### config.mk
export PLATFORM = sky130hd
export DESIGN_NAME = spi_burst_ctrl
export DESIGN_NICKNAME = d
export VERILOG_FILES = /design/src/rtl/spi_burst_ctrl_pkg.sv /design/src/rtl/spi_burst_ctrl_fifo.sv /design/src/rtl/spi_burst_ctrl.sv
export SDC_FILE = /design/constraint.sdc
export NUM_CORES = 1
export LEC_CHECK = 0
export BUFFER_PORTS_ARGS = -buffer_cell sky130_fd_sc_hd__buf_2
export CAP_MARGIN = 20
export CELL_PAD_IN_SITES_DETAIL_PLACEMENT = 0
export CELL_PAD_IN_SITES_GLOBAL_PLACEMENT = 1
export CORE_MARGIN = 2
export CORE_UTILIZATION = 33
export CTS_BUF_LIST = sky130_fd_sc_hd__clkbuf_4 sky130_fd_sc_hd__clkbuf_8
export CTS_CLUSTER_DIAMETER = 30
export CTS_CLUSTER_SIZE = 20
export DETAILED_ROUTE_END_ITERATION = 10
export PLACE_DENSITY_LB_ADDON = 0.25
export SKIP_LAST_GASP = 1
export SYNTH_ARGS = -nofsm -noshare
export SYNTH_HDL_FRONTEND = slang
export SYNTH_SLANG_ARGS = --single-unit
### constraint.sdc
create_clock -name clk -period 2.34 [get_ports clk]
set_input_delay 0.117 -clock clk [delete_from_list [all_inputs] [get_ports clk]]
set_output_delay 0.117 -clock clk [all_outputs]
set_load 0.1 [all_outputs]
### src/rtl/spi_burst_ctrl_pkg.sv
// Shared types and constants for the SPI burst controller and its FIFOs.
package spi_burst_ctrl_pkg;

    localparam int unsigned BYTE_W = 8;

    typedef enum logic [1:0] {
        ST_IDLE      = 2'd0,
        ST_LAUNCH    = 2'd1,
        ST_WAIT_BSY  = 2'd2,
        ST_WAIT_DONE = 2'd3
    } state_t;

endpackage

### src/rtl/spi_burst_ctrl_fifo.sv
// Synchronous first-word-fall-through FIFO with occupancy count.
// A push into a full FIFO is accepted only when a pop happens in the same cycle.
module spi_sync_fifo #(
    parameter int unsigned DEPTH = 8,
    parameter int unsigned AW    = 3,
    parameter int unsigned W     = 8
) (
    input  logic          clk,
    input  logic          rst_n,
    input  logic          i_push,
    input  logic [W-1:0]  i_data,
    input  logic          i_pop,
    output logic [W-1:0]  o_data,
    output logic [AW:0]   o_count,
    output logic          o_full,
    output logic          o_empty
);

    logic [W-1:0]  r_mem [DEPTH];
    logic [AW-1:0] r_wr_ptr;
    logic [AW-1:0] r_rd_ptr;
    logic [AW:0]   r_count;
    logic          w_do_push;
    logic          w_do_pop;

    assign w_do_pop  = i_pop && (r_count != '0);
    assign w_do_push = i_push && ((r_count != (AW+1)'(DEPTH)) || w_do_pop);

    always_ff @(posedge clk or negedge rst_n) begin
        if (!rst_n) begin
            r_wr_ptr <= '0;
            r_rd_ptr <= '0;
            r_count  <= '0;
        end else begin
            if (w_do_push) r_wr_ptr <= r_wr_ptr + AW'(1);
            if (w_do_pop)  r_rd_ptr <= r_rd_ptr + AW'(1);
            case ({w_do_push, w_do_pop})
                2'b10:   r_count <= r_count + (AW+1)'(1);
                2'b01:   r_count <= r_count - (AW+1)'(1);
                default: r_count <= r_count;
            endcase
        end
    end

    // Storage needs no reset: occupancy gates every read.
    always_ff @(posedge clk) begin
        if (w_do_push) r_mem[r_wr_ptr] <= i_data;
    end

    assign o_data  = r_mem[r_rd_ptr];
    assign o_count = r_count;
    assign o_full  = (r_count == (AW+1)'(DEPTH));
    assign o_empty = (r_count == '0);

endmodule

### src/rtl/spi_burst_ctrl.sv
// Host-side front end for spi_master: TX/RX byte FIFOs, tick divider and a
// launch FSM that pairs every transmitted byte with exactly one RX entry.
module spi_burst_ctrl
    import spi_burst_ctrl_pkg::*;
#(
    parameter int unsigned DEPTH = 8,
    parameter int unsigned AW    = 3,
    parameter int unsigned DIV   = 4
) (
    input  logic              clk,
    input  logic              rst,
    input  logic              wr_en,
    input  logic [BYTE_W-1:0] wr_data,
    output logic              tx_full,
    output logic [AW:0]       tx_count,
    input  logic              rd_en,
    output logic [BYTE_W-1:0] rd_data,
    output logic              rx_empty,
    output logic [AW:0]       rx_count,
    output logic              busy,
    output logic              tx_ovf,
    output logic              rx_udf,
    input  logic              err_clr,
    output logic              tick,
    output logic              m_start,
    output logic [BYTE_W-1:0] m_tx_data,
    input  logic [BYTE_W-1:0] m_rx_data,
    input  logic              m_ready
);

    localparam int unsigned CW = (DIV > 1) ? $clog2(DIV) : 1;

    state_t            r_state;
    logic [CW-1:0]     r_div_cnt;
    logic              r_tick;
    logic              r_m_start;
    logic [BYTE_W-1:0] r_m_tx_data;
    logic              r_tx_ovf;
    logic              r_rx_udf;

    logic [BYTE_W-1:0] w_tx_head;
    logic [AW:0]       w_tx_count;
    logic              w_tx_full;
    logic              w_tx_empty;
    logic [AW:0]       w_rx_count;
    logic              w_rx_full;
    logic              w_rx_empty;
    logic              w_launch;
    logic              w_rx_push;

    // RX space is reserved at launch, so the completion push can never overflow.
    assign w_launch  = (r_state == ST_IDLE) && !w_tx_empty && !w_rx_full && m_ready;
    assign w_rx_push = (r_state == ST_WAIT_DONE) && m_ready;

    spi_sync_fifo #(
        .DEPTH (DEPTH),
        .AW    (AW),
        .W     (BYTE_W)
    ) u_tx_fifo (
        .clk     (clk),
        .rst_n   (rst),
        .i_push  (wr_en),
        .i_data  (wr_data),
        .i_pop   (w_launch),
        .o_data  (w_tx_head),
        .o_count (w_tx_count),
        .o_full  (w_tx_full),
        .o_empty (w_tx_empty)
    );

    spi_sync_fifo #(
        .DEPTH (DEPTH),
        .AW    (AW),
        .W     (BYTE_W)
    ) u_rx_fifo (
        .clk     (clk),
        .rst_n   (rst),
        .i_push  (w_rx_push),
        .i_data  (m_rx_data),
        .i_pop   (rd_en),
        .o_data  (rd_data),
        .o_count (w_rx_count),
        .o_full  (w_rx_full),
        .o_empty (w_rx_empty)
    );

    // Free-running divider; tick is asserted while the count sits at DIV-1.
    always_ff @(posedge clk or negedge rst) begin
        if (!rst) begin
            r_div_cnt <= '0;
            r_tick    <= 1'b0;
        end else begin
            if (r_div_cnt == CW'(DIV - 1)) r_div_cnt <= '0;
            else                           r_div_cnt <= r_div_cnt + CW'(1);
            r_tick <= (r_div_cnt == CW'(DIV - 2));
        end
    end

    always_ff @(posedge clk or negedge rst) begin
        if (!rst) begin
            r_state     <= ST_IDLE;
            r_m_start   <= 1'b0;
            r_m_tx_data <= '0;
        end else begin
            r_m_start <= 1'b0;
            case (r_state)
                ST_IDLE: begin
                    if (w_launch) begin
                        r_m_tx_data <= w_tx_head;
                        r_m_start   <= 1'b1;
                        r_state     <= ST_LAUNCH;
                    end
                end
                ST_LAUNCH:    r_state <= ST_WAIT_BSY;
                ST_WAIT_BSY:  if (!m_ready) r_state <= ST_WAIT_DONE;
                ST_WAIT_DONE: if (m_ready)  r_state <= ST_IDLE;
                default:      r_state <= ST_IDLE;
            endcase
        end
    end

    // Sticky error flags; clear wins over a same-cycle set. A full-FIFO write
    // that coincides with a launch pop is accepted, so it is not an overflow.
    always_ff @(posedge clk or negedge rst) begin
        if (!rst) begin
            r_tx_ovf <= 1'b0;
            r_rx_udf <= 1'b0;
        end else if (err_clr) begin
            r_tx_ovf <= 1'b0;
            r_rx_udf <= 1'b0;
        end else begin
            r_tx_ovf <= r_tx_ovf | (wr_en & w_tx_full & ~w_launch);
            r_rx_udf <= r_rx_udf | (rd_en & w_rx_empty);
        end
    end

    assign tx_full   = w_tx_full;
    assign tx_count  = w_tx_count;
    assign rx_empty  = w_rx_empty;
    assign rx_count  = w_rx_count;
    assign busy      = (r_state != ST_IDLE) || (w_tx_count != '0);
    assign tx_ovf    = r_tx_ovf;
    assign rx_udf    = r_rx_udf;
    assign tick      = r_tick;
    assign m_start   = r_m_start;
    assign m_tx_data = r_m_tx_data;

endmodule

==> results.tsv <==
stage	metric	value	unit
worst_setup_path	critPathRequiredTime	2680	ps
die	rows	52	
synth	ys_ff_latch	164	
routing	vias	3563	
cells_and_area	diodes	0	
clock_tree	cts_tree	built	
placement	hpwl	8320	um
clock_tree	cts_buffers	17	
synth	ys.flop_type	edfxtp_1	
global_routing	met2_usage	0.238	
clock_tree	cts-htree-levels	4	
sta	finalWorstSetupSlack	-23.8	ps
cells_and_area	multi_input_area	0.00202	mm^2
die	die_y	147	um
sta	slew_violations	0	
cells_and_area	num-nets-final	525	
global_routing	antenna_found_initial	0	
global_routing	grt-busiest-layer	met2	
cells_and_area	regArea	0.00476	mm^2
die	dieArea	0.0215	mm^2
synth	synth_top_family_by_area	multiplexers	
cells_and_area	layoutNonFillerInstCount	769	
min_path	hold_path_startpoint	wr_en	
sta	worstMarginPinSlew	920	ps
power	pwr-share-seq	0.364	
synth	syn-num-nets	412	
power	leakagePower	3.01	nW
power	p_sw	5.18	mW
power	clockPowerShare	0.172	
flow_run	cap_viol_max_count	0	
sta	fmax	0.423	GHz
synth	synth_fa_ha_area_frac	0.0328	
worst_setup_path	cp_max_fo	3	
synth	synth_compound_area_frac	0.0225	
global_routing	track_usage	0.128	
sta	fin_crit_sh	1.01	
worst_setup_path	crit_type	flop to flop	
routing	drtIter0Drc	158	
global_routing	globalRouteOverflowTotal	0	
synth	synth_top_area_cell	edfxtp_1	
worst_setup_path	worstReg2RegStart	u_rx_fifo.o_count[1]	
synth	yosysTopAreaCellShare	0.572	
placement	io_buffers	52	
synth	synthTopCellsByArea	edfxtp_1 (57%), dfrtp_1 (13%), mux4_2 (11%)	
die	fp.dieW	147	um
worst_setup_path	cpMostUsedCell	xor2_1	
synth	syn_area_per_cell	18.0	um^2
sta	setup_viol	1	
synth	async_flop_share	0.220	
sta	slew_headroom	0.386	
worst_setup_path	crit_path_start	u_rx_fifo.o_count[1]	
synth	synthSimpleGateAreaFrac	0.0568	
clock_tree	clock_latency	450	ps
outcome	outcome	finished with violations	
clock_tree	cts_buffer_depth	2	
global_routing	grt_start_max_net_pins	37	
sta	rsz0062_at_grt	true	
power	powerDensity	1390	mW/mm^2
power	ir_drop	0.641	mV
synth	synth_edf_count	128	
global_routing	grt_util_met1	0.147	
synth	synthCells	373	
worst_setup_path	crit_family	simple AND/OR/NAND/NOR gates	
synth	yosysWarnings	0	
sta	clock_skew	12.0	ps
sta	hold_slack	283	ps
placement	pre_cts_ws	-126	ps
outcome	violations	negative setup slack	
worst_setup_path	cp-end-kind	flop	
worst_setup_path	start_kind	flop	
clock_tree	root_buffer	clkbuf_8	
die	start_util	0.334	
placement	placedCellCount	713	
routing	ant_nets	0	
global_routing	grt_pass1_wl	20700	um
clock_tree	clk_pin_slew	100	ps
worst_setup_path	path_cells	or4b_4 > buf_6 > and4_4 > ha_4 > xor2_2 > ha_2 > a21oi_2 > xor2_1 > nor2_1 > xor2_1	
die	coreArea	0.0201	mm^2
power	internal-power	6.38	mW
worst_setup_path	cp_slowest_cell	or4b_4	
sta	setup_tns	-23.8	ps
synth	synth_area	0.00672	mm^2
routing	routedWlPerCell	17.2	um
min_path	holdCritPathClass	input pin to flop	
cells_and_area	fillers	1834	
die	ios	53	
clock_tree	clock-sinks	164	
power	p_total	11.6	mW
worst_setup_path	path_buf_inv	1	
synth	ys_types	45	
global_routing	grt_pass1_vias	3786	
synth	synthXorXnorAreaFrac	0.0196	
power	p_comb_frac	0.464	
sta	fin_crit	2360	ps
placement	gp_congestion	0.720	
routing	dr.pass1.iters	4	
routing	route.detailed.drc	0	
worst_setup_path	max_stage_delay	500	ps
synth	synthMuxAreaShare	0.143	
sta	finalHoldViolations	0	
global_routing	use_met3	0.0278	
routing	postRouteWirelength	13200	um
worst_setup_path	cp.arrival	2700	ps
power	p_sw_frac	0.448	
cells_and_area	area_growth	24.1	%
routing	viasPerCell	4.63	
cells_and_area	drive_gt1_frac	0.401	
synth	yosysSeqAreaShare	0.706	
-- cell families (layout without fill, tap and decap cells) --
logic type      Yosys count  count (layout)
flops                   164             164
simple gates             72              72
mux                      54              54
buf+inv                  28             154
fa+ha+maj                17              17
xor+xnor                 15              15
compound gates           23              23
-- per-layer routing --
| layer | wire length, um | vias to the layer above |
|---|---|---|
| li1 | - | 1675 |
| met1 | 5570 | 1829 |
| met2 | 7140 | 44 |
| met3 | 348 | 15 |
| met4 | 163 | 0 |
| met5 | 0 | - |
-- cell usage after synthesis (all sizes together), types with 4 or more instances --
master / number
nor2: 24
nor4: 5
mux2: 13
nand2: 13
mux4: 32
xnor2: 8
nor3: 8
clkbuf: 4
mux2i: 9
a21oi: 11
nand2b: 7
ha: 16
o21ai: 4
dfrtp: 36
edfxtp: 128
xor2: 7
inv: 13
buf: 10
-- per-stage QoR --
stage	utilization	instance area (um^2)
5_1_grt	0.415	8340
2_1_floorplan	-	6870
4_1_cts	0.411	8270
3_5_place_dp	0.380	7650
6_report	0.415	8340
3_3_place_gp	0.380	7650
-- worst register-to-register path: cells and delay by family, from the launching register on --
kind | cells | cell delay, ps
AOI/OAI and AO/OA | 1 | 110
xor gates and xnor gates | 3 | 430
adders and majority gates | 2 | 350
buffers and inverters | 1 | 140
DFF | 1 | 480
and+or+nand+nor | 3 | 750
-- power by group through the flow --
stage | Combinational, mW | Clock, mW | Sequential [mW]
2_1_floorplan | 3.20 | 0 | 5.16
3_3_place_gp | 5.20 | 0 | 4.26
3_5_place_dp | 5.27 | 0 | 4.29
4_1_cts | 5.35 | 2.07 | 4.23
5_1_grt | 5.72 | 2.18 | 4.29
6_report | 5.36 | 1.99 | 4.21
-- worst paths after layout --
kind | end | slack [ps] | cells past startpoint
max | u_tx_fifo.o_count[2] | -20 | 10
min | u_tx_fifo.r_wr_ptr[0] | 280 | 5
max reg2reg | u_tx_fifo.o_count[2] | -20 | 10
min reg2reg | r_div_cnt[0] | 460 | 1
max in group asynchronous | u_rx_fifo.o_count[3] | 1330 | 2
min in group asynchronous | m_tx_data[1] | 330 | 2
-- layout by cell type, fill, tap and decap left out, drive strengths merged, types with 8 or more instances in the layout --
cell type    netlist  routed
nor3               8       8
inv               13      24
clkbuf             4      21
nand2             13      13
dfrtp             36      36
xnor2              8       8
mux2              13      13
dlygate4sd3        0      21
ha                16      16
a21oi             11      11
nor2              24      24
edfxtp           128     128
mux2i              9       9
mux4              32      32
buf               10      83
-- sequential cells by signal, indices dropped and copies added, names as in the netlist --
name,count
u_tx_fifo.r_wr_ptr,3
r_state,2
u_rx_fifo.o_count,4
u_tx_fifo.r_rd_ptr,3
tx_ovf,1
u_rx_fifo.r_wr_ptr,3
u_tx_fifo.o_count,4
u_tx_fifo.r_mem,64
m_tx_data,8
tick,1
u_rx_fifo.r_rd_ptr,3
m_start,1
r_div_cnt,2
u_rx_fifo.r_mem,64
rx_udf,1
-- final cells by class --
type	instances	share of cell area
clock buffers	17	0.0281
repair buffers	108	0.0935
clock inverters	15	0.0183
inverters	14	0.00630
multi-input cells	181	0.242
flip-flops and latches	164	0.571
well taps	270	0.0405
-- what timing repair did --
| action | CTS | global route |
|---|---|---|
| pin swaps | 7 | 6 |
| setup buffers | 2 | 1 |
| setup endpoints to repair | 12 | 53 |
| gates cloned | 0 | 0 |
| resized for setup | 6 | 19 |
| hold endpoints to repair | 167 | 0 |
| hold buffers | 21 | 0 |
Note: power is estimated with default switching activity, not from simulation.
